==> config.mk <==
export PLATFORM = sky130hd
export DESIGN_NAME = nec_ir_decoder
export DESIGN_NICKNAME = d
export VERILOG_FILES = /design/src/rtl/nec_ir_decoder.sv
export SDC_FILE = /design/constraint.sdc
export NUM_CORES = 1
export LEC_CHECK = 0
export BUFFER_PORTS_ARGS = -buffer_cell sky130_fd_sc_hd__buf_4
export CORE_MARGIN = 5
export CORE_UTILIZATION = 45
export CTS_CLUSTER_SIZE = 10
export DETAILED_ROUTE_END_ITERATION = 16
export HOLD_SLACK_MARGIN = 0.06
export PLACE_DENSITY = 0.6
export RECOVER_POWER = 25
export SLEW_MARGIN = 30
export SYNTH_ARGS = -nofsm -noshare
export SYNTH_HDL_FRONTEND = slang
export SYNTH_SLANG_ARGS = --single-unit
==> constraint.sdc <==
create_clock -name clk -period 2 [get_ports clk]
set_input_delay 0.1 -clock clk [delete_from_list [all_inputs] [get_ports clk]]
set_output_delay 0.1 -clock clk [all_outputs]
set_load 0.02 [all_outputs]
==> src/rtl/nec_ir_decoder.sv <==
// NEC infrared frame decoder: measures pulse widths of the demodulated receiver output
// on a microsecond timebase and reports {addr, cmd} with valid/repeat/error strobes.
module nec_ir_decoder #(
    parameter int CLK_FREQ   = 50_000_000,
    parameter int TIMEOUT_US = 12000,
    // Compresses every width window and the timeout by this factor; 1 for real IR timing.
    parameter int TIME_DIV   = 1
) (
    input  logic       clk,
    input  logic       rst_n,
    input  logic       ir_in,
    output logic [7:0] addr,
    output logic [7:0] cmd,
    output logic       frame_valid,
    output logic       rpt_valid,
    output logic       err
);

    // state  | meaning
    // IDLE   | line idle, waiting for a falling edge
    // LEAD_L | inside the 9 ms leader burst
    // LEAD_H | inside the leader space (4.5 ms data / 2.25 ms repeat)
    // BIT_L  | inside a 560 us burst (bit start or stop burst)
    // BIT_H  | inside a bit space, width selects 0 or 1
    // STOP   | frame verdict issued, one cycle back to IDLE
    // RPT_L  | inside the burst closing a repeat code

    localparam int PRESC_MAX = (CLK_FREQ / 1_000_000) - 1;
    localparam int PW        = (PRESC_MAX > 0) ? $clog2(PRESC_MAX + 1) : 1;

    localparam logic [13:0] US_MAX     = 14'h3FFF;
    localparam logic [13:0] LEAD_L_MIN = 14'(8000 / TIME_DIV);
    localparam logic [13:0] LEAD_L_MAX = 14'(10000 / TIME_DIV);
    localparam logic [13:0] LEAD_H_MIN = 14'(4000 / TIME_DIV);
    localparam logic [13:0] LEAD_H_MAX = 14'(5000 / TIME_DIV);
    localparam logic [13:0] RPT_H_MIN  = 14'(1900 / TIME_DIV);
    localparam logic [13:0] RPT_H_MAX  = 14'(2600 / TIME_DIV);
    localparam logic [13:0] BURST_MIN  = 14'(400 / TIME_DIV);
    localparam logic [13:0] BURST_MAX  = 14'(700 / TIME_DIV);
    localparam logic [13:0] ONE_MIN    = 14'(1400 / TIME_DIV);
    localparam logic [13:0] ONE_MAX    = 14'(1900 / TIME_DIV);
    localparam logic [13:0] TIMEOUT_T  = 14'(TIMEOUT_US / TIME_DIV);

    typedef enum logic [2:0] {
        IDLE, LEAD_L, LEAD_H, BIT_L, BIT_H, STOP, RPT_L
    } state_t;

    state_t      state, state_n;
    logic        s1, s2, s3;
    logic        fall, rise, edge_det, timeout;
    logic [PW-1:0] presc;
    logic [13:0] us_cnt;
    logic [5:0]  bit_cnt, bit_cnt_n;
    logic [31:0] sr, sr_n;
    logic [7:0]  addr_n, cmd_n;
    logic        have_frame, have_n;
    logic        fv_n, rv_n, err_n;
    logic        bit_zero, bit_one;

    function automatic logic in_win(input logic [13:0] v, input logic [13:0] lo,
                                    input logic [13:0] hi);
        return (v >= lo) && (v <= hi);
    endfunction

    // The synchronizer tracks the line through reset so no false edge appears on release.
    always_ff @(posedge clk) begin
        s1 <= ir_in;
        s2 <= s1;
        s3 <= s2;
    end

    assign fall     = s3 & ~s2;
    assign rise     = ~s3 & s2;
    assign edge_det = fall | rise;
    assign timeout  = (us_cnt >= TIMEOUT_T);
    assign bit_zero = in_win(us_cnt, BURST_MIN, BURST_MAX);
    assign bit_one  = in_win(us_cnt, ONE_MIN, ONE_MAX);

    always_ff @(posedge clk) begin
        if (!rst_n) begin
            presc  <= '0;
            us_cnt <= '0;
        end else if (edge_det) begin
            presc  <= '0;
            us_cnt <= '0;
        end else if (presc == PW'(PRESC_MAX)) begin
            presc <= '0;
            if (us_cnt != US_MAX) us_cnt <= us_cnt + 14'd1;
        end else begin
            presc <= presc + PW'(1);
        end
    end

    always_comb begin
        state_n   = state;
        bit_cnt_n = bit_cnt;
        sr_n      = sr;
        addr_n    = addr;
        cmd_n     = cmd;
        have_n    = have_frame;
        fv_n      = 1'b0;
        rv_n      = 1'b0;
        err_n     = 1'b0;
        case (state)
            IDLE: begin
                if (fall) state_n = LEAD_L;
            end
            LEAD_L: begin
                if (rise)         state_n = in_win(us_cnt, LEAD_L_MIN, LEAD_L_MAX) ? LEAD_H : IDLE;
                else if (timeout) state_n = IDLE;
            end
            LEAD_H: begin
                if (fall) begin
                    if (in_win(us_cnt, LEAD_H_MIN, LEAD_H_MAX)) begin
                        state_n   = BIT_L;
                        bit_cnt_n = '0;
                    end else if (in_win(us_cnt, RPT_H_MIN, RPT_H_MAX)) begin
                        state_n = RPT_L;
                    end else begin
                        state_n = IDLE;
                        err_n   = 1'b1;
                    end
                end else if (timeout) begin
                    state_n = IDLE;
                    err_n   = 1'b1;
                end
            end
            BIT_L: begin
                if (rise) begin
                    if (!in_win(us_cnt, BURST_MIN, BURST_MAX)) begin
                        state_n = IDLE;
                        err_n   = 1'b1;
                    end else if (bit_cnt == 6'd32) begin
                        // Verdict is registered on the stop-burst rise itself to keep 3-clk latency.
                        state_n = STOP;
                        if (sr[31:24] == ~sr[23:16]) begin
                            addr_n = sr[7:0];
                            cmd_n  = sr[23:16];
                            have_n = 1'b1;
                            fv_n   = 1'b1;
                        end else begin
                            err_n = 1'b1;
                        end
                    end else begin
                        state_n = BIT_H;
                    end
                end else if (timeout) begin
                    state_n = IDLE;
                    err_n   = 1'b1;
                end
            end
            BIT_H: begin
                if (fall) begin
                    if (bit_zero || bit_one) begin
                        sr_n      = {bit_one, sr[31:1]};
                        bit_cnt_n = bit_cnt + 6'd1;
                        state_n   = BIT_L;
                    end else begin
                        state_n = IDLE;
                        err_n   = 1'b1;
                    end
                end else if (timeout) begin
                    state_n = IDLE;
                    err_n   = 1'b1;
                end
            end
            STOP: begin
                state_n = IDLE;
            end
            RPT_L: begin
                if (rise) begin
                    state_n = IDLE;
                    if (in_win(us_cnt, BURST_MIN, BURST_MAX)) rv_n = have_frame;
                    else                                      err_n = 1'b1;
                end else if (timeout) begin
                    state_n = IDLE;
                    err_n   = 1'b1;
                end
            end
            default: state_n = IDLE;
        endcase
    end

    always_ff @(posedge clk) begin
        if (!rst_n) begin
            state       <= IDLE;
            bit_cnt     <= '0;
            sr          <= '0;
            addr        <= '0;
            cmd         <= '0;
            have_frame  <= 1'b0;
            frame_valid <= 1'b0;
            rpt_valid   <= 1'b0;
            err         <= 1'b0;
        end else begin
            state       <= state_n;
            bit_cnt     <= bit_cnt_n;
            sr          <= sr_n;
            addr        <= addr_n;
            cmd         <= cmd_n;
            have_frame  <= have_n;
            frame_valid <= fv_n;
            rpt_valid   <= rv_n;
            err         <= err_n;
        end
    end

endmodule

# ---- Word level (Yosys, flattened, before mapping)
# Cells that the tools add are included.
dict set report word_totals {
  register_bits 84
  elab_cells 98
}
dict set report classes {
  add_sub_neg 3
  n_lt_le_gt_ge 11
  n_eq_ne 14
  muxes 33
  bitwise 7
  reduce_logical 16
}
# op n
set op_table {}
lappend op_table {{$mux 3} 10}
lappend op_table {{$ge 14x11->1 const B} 2}
lappend op_table {{$mux 6} 4}
lappend op_table {{$pmux 3 s6} 1}
lappend op_table {{$reduce_and 5->1} 3}
lappend op_table {{$add 14x1->14 const B} 1}
lappend op_table {{$ge 14x12->1 const B} 1}
lappend op_table {{$ge 14x13->1 const B} 1}
lappend op_table {{$ge 14x14->1 const B} 1}
lappend op_table {{$ge 14x9->1 const B} 1}
lappend op_table {{$le 14x10->1 const B} 1}
lappend op_table {{$le 14x11->1 const B} 1}
lappend op_table {{$le 14x12->1 const B} 1}
lappend op_table {{$le 14x13->1 const B} 1}
lappend op_table {{$le 14x14->1 const B} 1}
lappend op_table {{$mux 1} 14}
lappend op_table {{$ne 14x14->1 const B} 1}
lappend op_table {{$add 6x1->6 const B} 2}
lappend op_table {{$eq 6x6->1 const B} 2}
lappend op_table {{$pmux 6 s2} 1}
lappend op_table {{$ne 2x2->1 const B} 5}
lappend op_table {{$eq 8x8->1} 1}
lappend op_table {{$not 8->8} 1}
lappend op_table {{$eq 3x2->1 const B} 2}
lappend op_table {{16 further kinds} 25}

# ---- Logic depth before layout (Yosys ltp)
dict set report logic_depth {
  depth_word 7
  mapped_depth 10
  depth_no_buf 8
}

# ---- Worst setup path before layout
# No wires, ideal clock.
dict set report synth_timing {
  path_kind {reg-to-reg}
  from {register us_cnt[3]}
  to {register bit_cnt[4]}
  setup_ns 0.121
  arrival_time_ns 2.028
  required_time_ns 1.879
  path_slack_ns -0.149
  path_stages_with_launch 8
  path_buffers 1
  cell_sequence {dfxtp_1 -> buf_6 -> or4_4 -> a211oi_2 -> o21ai_2 -> o311ai_4 -> nand3_2 -> mux2_4}
}
dict set report synth_via {
  elab_chain_cells 5
  elab_cells_between_ends 13
}
# item line_no
set synth_lines {}
lappend synth_lines {{start: declaration} 52} ;# logic [13:0] us_cnt;
lappend synth_lines {{start signal: assignment} 88} ;# if (us_cnt != US_MAX) us_cnt <= us_cnt + 14'd1;
lappend synth_lines {{$ge 14x9->1, or another cell as far along} 62} ;# return (v >= lo) && (v <= hi);
lappend synth_lines {{$logic_and 1x1->1} 62}
lappend synth_lines {{$logic_or 1x1->1} 154} ;# if (bit_zero || bit_one) begin
lappend synth_lines {{$ne 2x2->1 (no source line)} -}
lappend synth_lines {{$reduce_and 5->1 (no source line) (*)} -}
lappend synth_lines {{end signal: assignment} 197} ;# bit_cnt <= bit_cnt_n;
lappend synth_lines {{end: declaration} 53} ;# logic [5:0] bit_cnt, bit_cnt_n;
# Every way passes the cells marked *; elsewhere a longest branch is shown, timed or not.
# A chain may end at the register's enable or synchronous reset.

# ---- Worst setup path after layout
dict set report layout_timing {
  from {register us_cnt[6]}
  to {register bit_cnt[0]}
}
# The elaborated chain is that of the path after synthesis.

==> out/metrics.csv <==
metric,value,unit
status,finished with violations,
violated checks,setup timing,
synthesized flop and latch total,84,
Post-synth EDFFs,0,
Clock Latency Late Sink,0.37,ns
total power,2.96,mW
Starting DRT DRC Count,309,
detailed placer's ending HPWL,6.99,mm
delay of the slowest critical-path stage,0.37,ns
Via Count,3946,
layout cells sized above 1,0.413,
CP Cell Sequence,"buf_6, o311a_1, mux2_4, and3_4, o21ai_4, buf_12, buf_12, and3_1, o21a_1",
worst-path fanout max,7,
Syn Nets,516,
Tmin final,2.08,ns
GPL Wtd Cong,0.882,
peak supply drop,0.401,mV
top_reg_cell synth,dfxtp_1,
register area share after synthesis,0.417,
Synth async-reset ratio,0,
r2r startpoint,us_cnt[6],
reg2reg setup slack,-0.08,ns
Layout area overhead,43.0,%
post-route design area,5770,µm²
final worst-path cycle share,1.04,
layout net count,616,
Reg2Reg Depth,9,
met3 routed WL,442,µm
Hold Path End,s2,
clk sinks,84,
final core occ,0.662,
maxcap violations,0,
Critical-path top delay cell,dfxtp_4,
Routed Antenna Nets,0,
GRT overflow,0,
Finish-stage setup viols,31,
CTS Buf Count,9,
RSZ-0062 raised after global routing,true,
CTS tree,done,
min-delay worst type,reg -> reg,
die area,11000,µm²
Post-Syn Area,4040,µm²
min-delay src,s1,
Fin Clk Skew,0.0232,ns
Synth Area per Inst,7.99,µm²
I/O Buffers,21,
P per Cell Area,513,nW/µm²
LEAKAGE,2.14,nW
worst setup margin,-0.0801,ns
met2 WL,5.49,mm
Initial Util,0.463,
TritonRoute pass-1 iters,4,
H-tree level count,3,
Longest Clk Path Bufs,2,
Crit. End Element,register,
core area,8720,µm²
Die W,105,µm
RR Endpoint,bit_cnt[0],
WL/cell,15.8,µm
Yosys top cell by area,dfxtp_1,
num ports,22,
wl on met1,5.28,mm
Worst-Margin Slew,0.638,ns
top layer in use,met4,
Yosys top cell area share,0.417,
Root Driver,clkbuf_8,
CP startpoint,us_cnt[6],
first-pass GRT wire length,17.2,mm
Critical Path RT,2.29,ns
crit path DAT,2.37,ns
slew margin rel.,0.574,
Tot GR Track Use,0.185,
post-place instance area,4750,µm²
Slew Limit Fails,0,
fmax,481,MHz
WHS Path Cells,0,
clock slew at reported path FFs,0.09,ns
hold violation count in the final report,0,
"Top cell by count, worst path",buf_12,
Die H,105,µm
largest net degree at the start of global routing,33,
initial antenna violation count,0,
# diodes,0,
number of distinct library cells after synthesis,61,
number of global-route vias before repair,3585,
crit path kind,reg -> reg,
cell family with most CP delay,compound AO/OA/AOI/OAI gates,
crit path launch type,register,
Post-route DRC,0,
# rows,34,
largest cells by area after synthesis,"dfxtp_1, nand2_1, a21oi_1",
DRT Wirelength,11.3,mm
Cells after Synth,505,
routed vias/inst,5.50,
Buf/Inv on CP,3,
Yosys warnings,0,
-- state kept, by name, summed over array words and instances (netlist names) --
name and cells:
have_frame 1, presc 6, frame_valid 1, state 3, rpt_valid 1, err 1
s3 1, bit_cnt 6, s1 1, sr 32, s2 1, us_cnt 14
cmd 8, addr 8
-- cells in the final DEF (no fill, tap or decap), drive strengths merged, types with 4 or more instances in the layout --
cell	synthesis	routed
buf	14	103
nand4	12	12
and3	4	4
dfxtp	84	84
nand2	115	115
clkbuf	19	26
or3	4	4
xor2	11	11
o21ai	6	6
a21oi	57	57
nand3	21	21
nor3	9	9
nand2b	4	4
xnor2	17	17
a211oi	4	4
nor4	5	5
ha	8	8
a31oi	6	6
and2	5	5
inv	13	17
nor2	43	43
-- kinds of logic after synthesis --
kind of cell / Yosys count / synth area share
XOR/XNOR: 28 / 0.0608
flip-flops: 84 / 0.417
multiplexers: 4 / 0.0118
AO/OA/AOI/OAI: 98 / 0.156
adder cells (fa/ha/maj): 8 / 0.0248
buffers and inverters: 46 / 0.0502
AND/OR/NAND/NOR: 237 / 0.279
-- where the power goes --
part           switching, mW  internal [mW]  total (mW)
combinational         0.0625         0.0323      0.0947
clock                  0.702          0.480        1.18
sequential           0.00833           1.67        1.68
total                  0.773           2.19        2.96
-- through the flow --
step                instances  hold slack [ns]  setup WS, ns  TNS [ns]
global placement          674            0.212        -0.219    -0.288
finish                    718            0.332       -0.0801    -0.707
detailed placement        674            0.215        -0.267    -0.843
CTS                       694            0.334       -0.0247    -0.126
floorplan                 505            0.128       -0.0440   -0.0440
global route              718            0.345        -0.145     -4.06
-- area by class of cell --
| cell class | count | area [µm²] |
|---|---|---|
| Timing Repair Buffer | 122 | 1080 |
| Inverter | 13 | 48.8 |
| Clock buffer | 9 | 124 |
| Tap cell | 108 | 135 |
| Clock inverter | 7 | 63.8 |
| Multi-Input combinational cell | 375 | 2600 |
| Fill cell | 704 | 2950 |
| Sequential cell | 84 | 1720 |
-- metal layers --
metal / track usage / vias to the layer above
li1: - / 1935
met3: 0.0327 / 12
met2: 0.290 / 96
met1: 0.263 / 1903
met4: 0.0511 / 0
met5: 0 / -
-- what timing repair did --
action,in CTS,in global routing
cloned,1,9
hold buffers,2,0
pin swaps,12,57
hold endpoints to repair,5,0
endpoints found under the setup margin,47,69
gates resized for setup,18,131
buffers inserted,2,16
-- worst max path at each step --
stage                             to  cells past startpoint
final                     bit_cnt[0]                      9
after global routing      bit_cnt[0]                      9
after CTS                 bit_cnt[4]                      6
after detailed placement    state[1]                      9
after global placement      state[1]                      9
after floorplan           bit_cnt[4]                      7
-- cells in the mapped netlist, types with 8 or more instances --
| cell | instances |
|---|---|
| inv_1 | 13 |
| nand3_1 | 19 |
| clkbuf_1 | 19 |
| nand2_1 | 115 |
| nor3_1 | 9 |
| buf_2 | 12 |
| dfxtp_1 | 84 |
| xor2_1 | 11 |
| xnor2_1 | 17 |
| ha_1 | 8 |
| nand4_1 | 12 |
| a21oi_1 | 57 |
| nor2_1 | 42 |
-- worst reg2reg max path, cell delays in order (launching register included) --
cell     delay [ns]
dfxtp_4        0.37
buf_6          0.12
o311a_1        0.34
mux2_4         0.28
and3_4         0.19
o21ai_4        0.17
buf_12         0.16
buf_12         0.12
and3_1         0.15
o21a_1         0.12
No activity file was read; power rests on OpenSTA's default activity.
